===== src/rtl/alpacacorn_uart_rx.sv =====
// alpacacorn_uart_rx: RS232 8N1 receive front end.
// Synchronises the RX pad, deserialises frames mid-bit, buffers bytes in a
// small FIFO drained through a valid/ready port, drives CTS from the fill
// level and keeps sticky framing / overrun flags.
module alpacacorn_uart_rx #(
  parameter int CLKS_PER_BIT = 16,
  parameter int FIFO_DEPTH   = 4,
  parameter int CTS_MARGIN   = 1
) (
  input  logic       clk_i,
  input  logic       rst_n_i,
  input  logic       rs232_rx_i,
  output logic [7:0] rd_data_o,
  output logic       rd_valid_o,
  input  logic       rd_ready_i,
  output logic       cts_n_o,
  output logic       frame_err_o,
  output logic       overrun_o,
  input  logic       clr_err_i
);

  localparam int CNT_W = $clog2(CLKS_PER_BIT);
  localparam int PTR_W = $clog2(FIFO_DEPTH);

  localparam logic [CNT_W-1:0] HALF_LOAD = CNT_W'(CLKS_PER_BIT / 2 - 1);
  localparam logic [CNT_W-1:0] FULL_LOAD = CNT_W'(CLKS_PER_BIT - 1);
  localparam logic [PTR_W:0]   FULL_CNT  = (PTR_W + 1)'(FIFO_DEPTH);
  // Fill level at which the free space has dropped to CTS_MARGIN entries.
  localparam logic [PTR_W:0]   CTS_LVL   = (PTR_W + 1)'(FIFO_DEPTH - CTS_MARGIN);

  typedef enum logic [2:0] {
    ST_IDLE,
    ST_START,
    ST_DATA,
    ST_STOP,
    ST_BREAK
  } state_t;

  // Synchroniser stages; rx_s is the clean, clock-domain copy of the pad.
  logic rx_p0;
  logic rx_p1;
  logic rx_s;

  // Deserialiser state.
  state_t           state;
  logic [CNT_W-1:0] bit_cnt;
  logic [2:0]       bit_idx;
  logic [7:0]       shift_sr;
  logic             tick;

  // Completed byte handed from the deserialiser to the FIFO.
  logic [7:0] byte_p2;
  logic       vld_p2;

  // FIFO.
  logic [7:0]     mem [FIFO_DEPTH];
  logic [PTR_W-1:0] wr_ptr;
  logic [PTR_W-1:0] rd_ptr;
  logic [PTR_W:0]   count;
  logic [PTR_W:0]   count_nxt;
  logic             full;
  logic             pop;
  logic             push_ok;
  logic             overflow;

  assign rx_s = rx_p1;
  assign tick = (bit_cnt == '0);

  // Two-flop synchroniser on the asynchronous pad, idling high out of reset.
  always_ff @(posedge clk_i) begin
    if (!rst_n_i) begin
      rx_p0 <= 1'b1;
      rx_p1 <= 1'b1;
    end else begin
      rx_p0 <= rs232_rx_i;
      rx_p1 <= rx_p0;
    end
  end

  // Frame FSM: bit timing, stop-bit check, byte-complete strobe, framing flag.
  always_ff @(posedge clk_i) begin
    if (!rst_n_i) begin
      state       <= ST_IDLE;
      bit_cnt     <= '0;
      bit_idx     <= '0;
      vld_p2      <= 1'b0;
      frame_err_o <= 1'b0;
    end else begin
      vld_p2  <= 1'b0;
      bit_cnt <= bit_cnt - 1'b1;
      case (state)
        ST_IDLE: begin
          if (!rx_s) begin
            state   <= ST_START;
            bit_cnt <= HALF_LOAD;
          end
        end
        ST_START: begin
          if (tick) begin
            if (!rx_s) begin
              state   <= ST_DATA;
              bit_cnt <= FULL_LOAD;
              bit_idx <= '0;
            end else begin
              // Line went high again by mid start bit: a glitch, not a frame.
              state <= ST_IDLE;
            end
          end
        end
        ST_DATA: begin
          if (tick) begin
            bit_cnt <= FULL_LOAD;
            bit_idx <= bit_idx + 1'b1;
            if (bit_idx == 3'd7) begin
              state <= ST_STOP;
            end
          end
        end
        ST_STOP: begin
          if (tick) begin
            if (rx_s) begin
              vld_p2 <= 1'b1;
              state  <= ST_IDLE;
            end else begin
              // Low stop bit: drop the byte and wait out the break.
              state <= ST_BREAK;
            end
          end
        end
        ST_BREAK: begin
          if (rx_s) begin
            state <= ST_IDLE;
          end
        end
        default: state <= ST_IDLE;
      endcase

      // A set in the same cycle as a clear wins.
      if (state == ST_STOP && tick && !rx_s) begin
        frame_err_o <= 1'b1;
      end else if (clr_err_i) begin
        frame_err_o <= 1'b0;
      end
    end
  end

  // Data bits shift in LSB-first at each mid-bit sample; byte latched on stop.
  always_ff @(posedge clk_i) begin
    if (state == ST_DATA && tick) begin
      shift_sr <= {rx_s, shift_sr[7:1]};
    end
    if (state == ST_STOP && tick) begin
      byte_p2 <= shift_sr;
    end
  end

  assign full     = (count == FULL_CNT);
  assign pop      = rd_valid_o & rd_ready_i;
  // A full FIFO still takes the byte when the head leaves in the same cycle.
  assign push_ok  = vld_p2 & (~full | pop);
  assign overflow = vld_p2 & full & ~pop;

  // Next fill level; a simultaneous push and pop leaves it unchanged.
  always_comb begin
    count_nxt = count;
    if (push_ok && !pop) begin
      count_nxt = count + 1'b1;
    end else if (!push_ok && pop) begin
      count_nxt = count - 1'b1;
    end
  end

  // FIFO pointers, fill level, flow control and the overrun flag.
  always_ff @(posedge clk_i) begin
    if (!rst_n_i) begin
      wr_ptr    <= '0;
      rd_ptr    <= '0;
      count     <= '0;
      cts_n_o   <= 1'b0;
      overrun_o <= 1'b0;
    end else begin
      if (push_ok) begin
        wr_ptr <= wr_ptr + 1'b1;
      end
      if (pop) begin
        rd_ptr <= rd_ptr + 1'b1;
      end
      count   <= count_nxt;
      cts_n_o <= (count_nxt >= CTS_LVL);
      if (overflow) begin
        overrun_o <= 1'b1;
      end else if (clr_err_i) begin
        overrun_o <= 1'b0;
      end
    end
  end

  // FIFO storage; a dropped byte never touches existing entries.
  always_ff @(posedge clk_i) begin
    if (push_ok) begin
      mem[wr_ptr] <= byte_p2;
    end
  end

  assign rd_valid_o = (count != '0);
  // Storage is not reset, so the head is masked to zero while empty.
  assign rd_data_o  = rd_valid_o ? mem[rd_ptr] : 8'h00;

endmodule


===== config.mk =====
export PLATFORM = sky130hd
export DESIGN_NAME = alpacacorn_uart_rx
export DESIGN_NICKNAME = d
export VERILOG_FILES = /design/src/rtl/alpacacorn_uart_rx.sv
export SDC_FILE = /design/constraint.sdc
export NUM_CORES = 1
export LEC_CHECK = 0
export ABC_CLOCK_PERIOD_IN_PS = 2200
export BUFFER_PORTS_ARGS = -buffer_cell sky130_fd_sc_hd__buf_2
export CAP_MARGIN = 20
export CORE_MARGIN = 2
export CORE_UTILIZATION = 57
export DETAILED_ROUTE_END_ITERATION = 10
export PLACE_DENSITY_LB_ADDON = 0.3
export SLEW_MARGIN = 10
export SYNTH_ARGS = -nofsm -noshare
export SYNTH_HDL_FRONTEND = slang
export SYNTH_SLANG_ARGS = --single-unit

===== constraint.sdc =====
create_clock -name clk_i -period 2.2 [get_ports clk_i]
set_clock_uncertainty 0.15 [all_clocks]
set_input_delay 0.44 -clock clk_i [delete_from_list [all_inputs] [get_ports clk_i]]
set_output_delay 0.44 -clock clk_i [all_outputs]
set_load 0.01 [all_outputs]

==> summary.md <==
| Metric | Value |
|---|---|
| Final Hold Viols | `0` |
| Area grow syn2layout | `17.37%` |
| Simple-gate share of the synthesized area | `13.86%` |
| Post-synthesis mux area share | `6.521%` |
| Placed cell area | `3089 um2` |
| Post-synthesis register bit count | `73` |
| Synth warnings | `0` |
| Syn nets | `218` |
| Setup Crit Path Kind | `register to output pin` |
| Grt ovf | `0` |
| Worst setup SP type | `register` |
| 1st-iter DRT viols | `77` |
| Largest family of logic cells by synthesized area | `simple AND/OR/NAND/NOR gates` |
| CTS tree | `done` |
| Clock Path Buffers | `2` |
| Tightest Pin Transition | `0.4932 ns` |
| Post-Synth XOR/XNOR Area | `1.502%` |
| Placed wire-length estimate | `2900 um` |
| Initial antenna violation count | `0` |
| Data required, critical path | `1.61 ns` |
| First-pass GRT wire length | `7231 um` |
| Pwr dens | `approximately 840 nW/um2` |
| # DRC | `0` |
| Post-synthesis adder-cell area fraction | `around 4.3%` |
| Die width | `75.53 um` |
| All-Layer GR Usage | `18.08%` |
| # setup viols final | `0` |
| Final instance area | `approximately 3400 um2` |
| Pre-CTS WS | `0.1811 ns` |
| Worst hold path type | `input pin to register` |
| Area leader, netlist | `edfxtp_1` |
| Static leakage | `~1.2 nW` |
| Vias per cell | `5.281` |
| Final cell count without fillers | `310` |
| Slew Viols, Final | `0` |
| Clock Root Buffer | `clkbuf_8` |
| N_diodes | `0` |
| Synth Area per Inst | `14.37 um2` |
| Post-layout min period | `2.170 ns` |
| Unrepaired setup endpoints after global routing | `yes` |
| Worst R2R Path Depth | `11` |
| Routed wire per std cell | `between 10 and 15 um` |
| Synthesized instance count | `between 200 and 250` |
| Die H | `75.53 um` |
| Cell row count | `26` |
| Crit end category | `output pin` |
| Num CTS Buffers | `9` |
| Vias | `1637` |
| Status | `complete, no violations` |
| Hold Path Depth | `2` |
| Number of port buffers | `16` |
| Final #Nets | `250` |
| IO Count | `17` |
| Clk Latency, worst-skew pair | `0.33 ns` |
| Cts hold-fix bufs | `0` |
| Fmax | `460.7 MHz` |
| Cell count after placement | `287` |
| Mapped cell area | `2917 um2` |
| Die ar. | `5705 um2` |
| Routed WL | `~4600 um` |
| Seq/Total Area, Yosys | `66.58%` |
| Worst hold slack | `0.1397 ns` |
| Fraction of layout cells with a size suffix above 1 | `28.75%` |
| Synth top area cells | `edfxtp_1, dfxtp_1, mux4_2` |
| ANT nets after route | `0` |
| Final setup margin | `0.02958 ns` |
| Largest net degree at the start of global routing | `18` |
| Crit path max fanout | `8` |
| Area fraction in compound gates after synthesis | `between 4 and 5%` |
| Final period utilization | `between 90 and 100%` |
| Max H-tree Level | `3` |
| Initial Utilization | `around 58%` |
| Max-Slew Margin vs Limit | `66.92%` |
| RD Place Congestion | `approximately 0.8` |
| Distinct cells, synth | `41` |
| Maxcap violations | `0` |
| Max VDD drop | `458.2 uV` |
| Number of global-route vias before repair | `between 1500 and 2000` |
| Core area | `approximately 5000 um2` |
| Clock sink total | `between 70 and 80` |
| Worst EP arrival | `1.58 ns` |
| Reg clk slew, reported paths | `roughly 0.070 ns` |
| Initial DRT Pass Iterations | `4` |
| Post-synth top area share | `49.42%` |
-- final timing paths --
path	to	from	slack, ns
setup / recovery	rd_data_o[2]	register	0.03
hold / removal	rx_p0	rs232_rx_i	0.14
setup reg to reg	cts_n_o	count[0]	0.12
hold reg to reg	rx_p1	rx_p0	0.26
-- state kept, by name, indices dropped and copies added (netlist names), named ones only --
| name | cells |
|---|---|
| bit_cnt | 4 |
| bit_idx | 3 |
| byte_p2 | 8 |
| count | 3 |
| cts_n_o | 1 |
| frame_err_o | 1 |
| mem | 32 |
| overrun_o | 1 |
| rd_ptr | 2 |
| rx_p0 | 1 |
| rx_p1 | 1 |
| shift_sr | 8 |
| state | 3 |
| vld_p2 | 1 |
| wr_ptr | 2 |
-- synthesized netlist by cell type, drive strengths merged --
master,count
a211oi,3
a21oi,8
a22oi,2
a311oi,1
a31oi,1
and2,11
and3,8
buf,3
clkbuf,4
clkinv,1
dfxtp,25
edfxtp,48
ha,10
inv,8
mux2i,1
mux4,8
nand2,3
nand2b,7
nand3,2
nand3b,4
nand4b,1
nor2,19
nor2b,2
nor3,5
nor3b,2
nor4,1
nor4b,1
o211ai,1
o21a,1
o21ai,3
o311ai,1
o31a,1
or3,1
or3b,1
xnor2,2
xor2,3
-- timing repair --
action	in CTS	in global routing
pin swaps	2	6
resized for setup	11	19
setup buffers	2	4
gates cloned	1	0
endpoints found under the setup margin	9	8
-- where the power goes --
group / switching, mW / internal (mW)
clock network: 0.440 / 0.518
registers: 0.0296 / 1.48
logic: 0.187 / 0.227
-- logic make-up after synthesis --
group / Yosys count
XOR/XNOR: 5
flip-flops: 73
AND/OR/NAND/NOR: 68
adder cells (fa/ha/maj): 10
multiplexers: 9
buffers and inverters: 16
AO/OA/AOI/OAI: 22
-- worst max-delay path, stage by stage, from the launching register on --
cell	delay (ns)
dfxtp_2	0.34
buf_12	0.13
mux4_2	0.50
and2_4	0.16
buf_6	0.11
-- cells in the final DEF, fill, tap and decap left out, drive strengths merged, types with 2 or more instances in the layout --
master / count
buf: 27
nand3b: 4
inv: 8
nand3: 2
xnor2: 2
edfxtp: 48
nand2b: 7
and3: 8
clkbuf: 12
nand2: 3
a211oi: 3
a22oi: 2
a21oi: 8
xor2: 3
o21ai: 3
nor2b: 2
clkinv: 4
dfxtp: 25
mux4: 8
nor3: 5
and2: 11
nor2: 19
nor3b: 2
ha: 10
-- metal layers --
metal / track usage [%] / wire, um / vias up
li1: - / - / 804
met1: 21.39 / 2081 / 788
met2: 29.18 / 2222 / 35
met3: 5.556 / 172 / 10
met4: 10.72 / 110 / 0
met5: 0 / 0 / -
-- metrics by stage --
step	util, %	total power [mW]	setup TNS (ns)
after floorplan	-	1.737	0
after global placement	61.66	1.809	0
after detailed placement	61.66	1.819	0
after CTS	66.23	2.822	0
after global routing	68.33	2.996	-0.1674
final	68.33	2.877	0
-- cell type report --
class | count | area, um2
Clock buffer | 12 | 135.1
Clock inverter | 4 | 43.79
Fill cell | 369 | 1587
Inverter | 9 | 36.28
Multi-Input combinational cell | 114 | 945.9
Sequential cell | 73 | 1948
Tap cell | 70 | 87.58
Timing Repair Buffer | 27 | 219.0
Timing Repair inverter | 1 | 7.507
No activity file was read; power rests on OpenSTA's default activity.
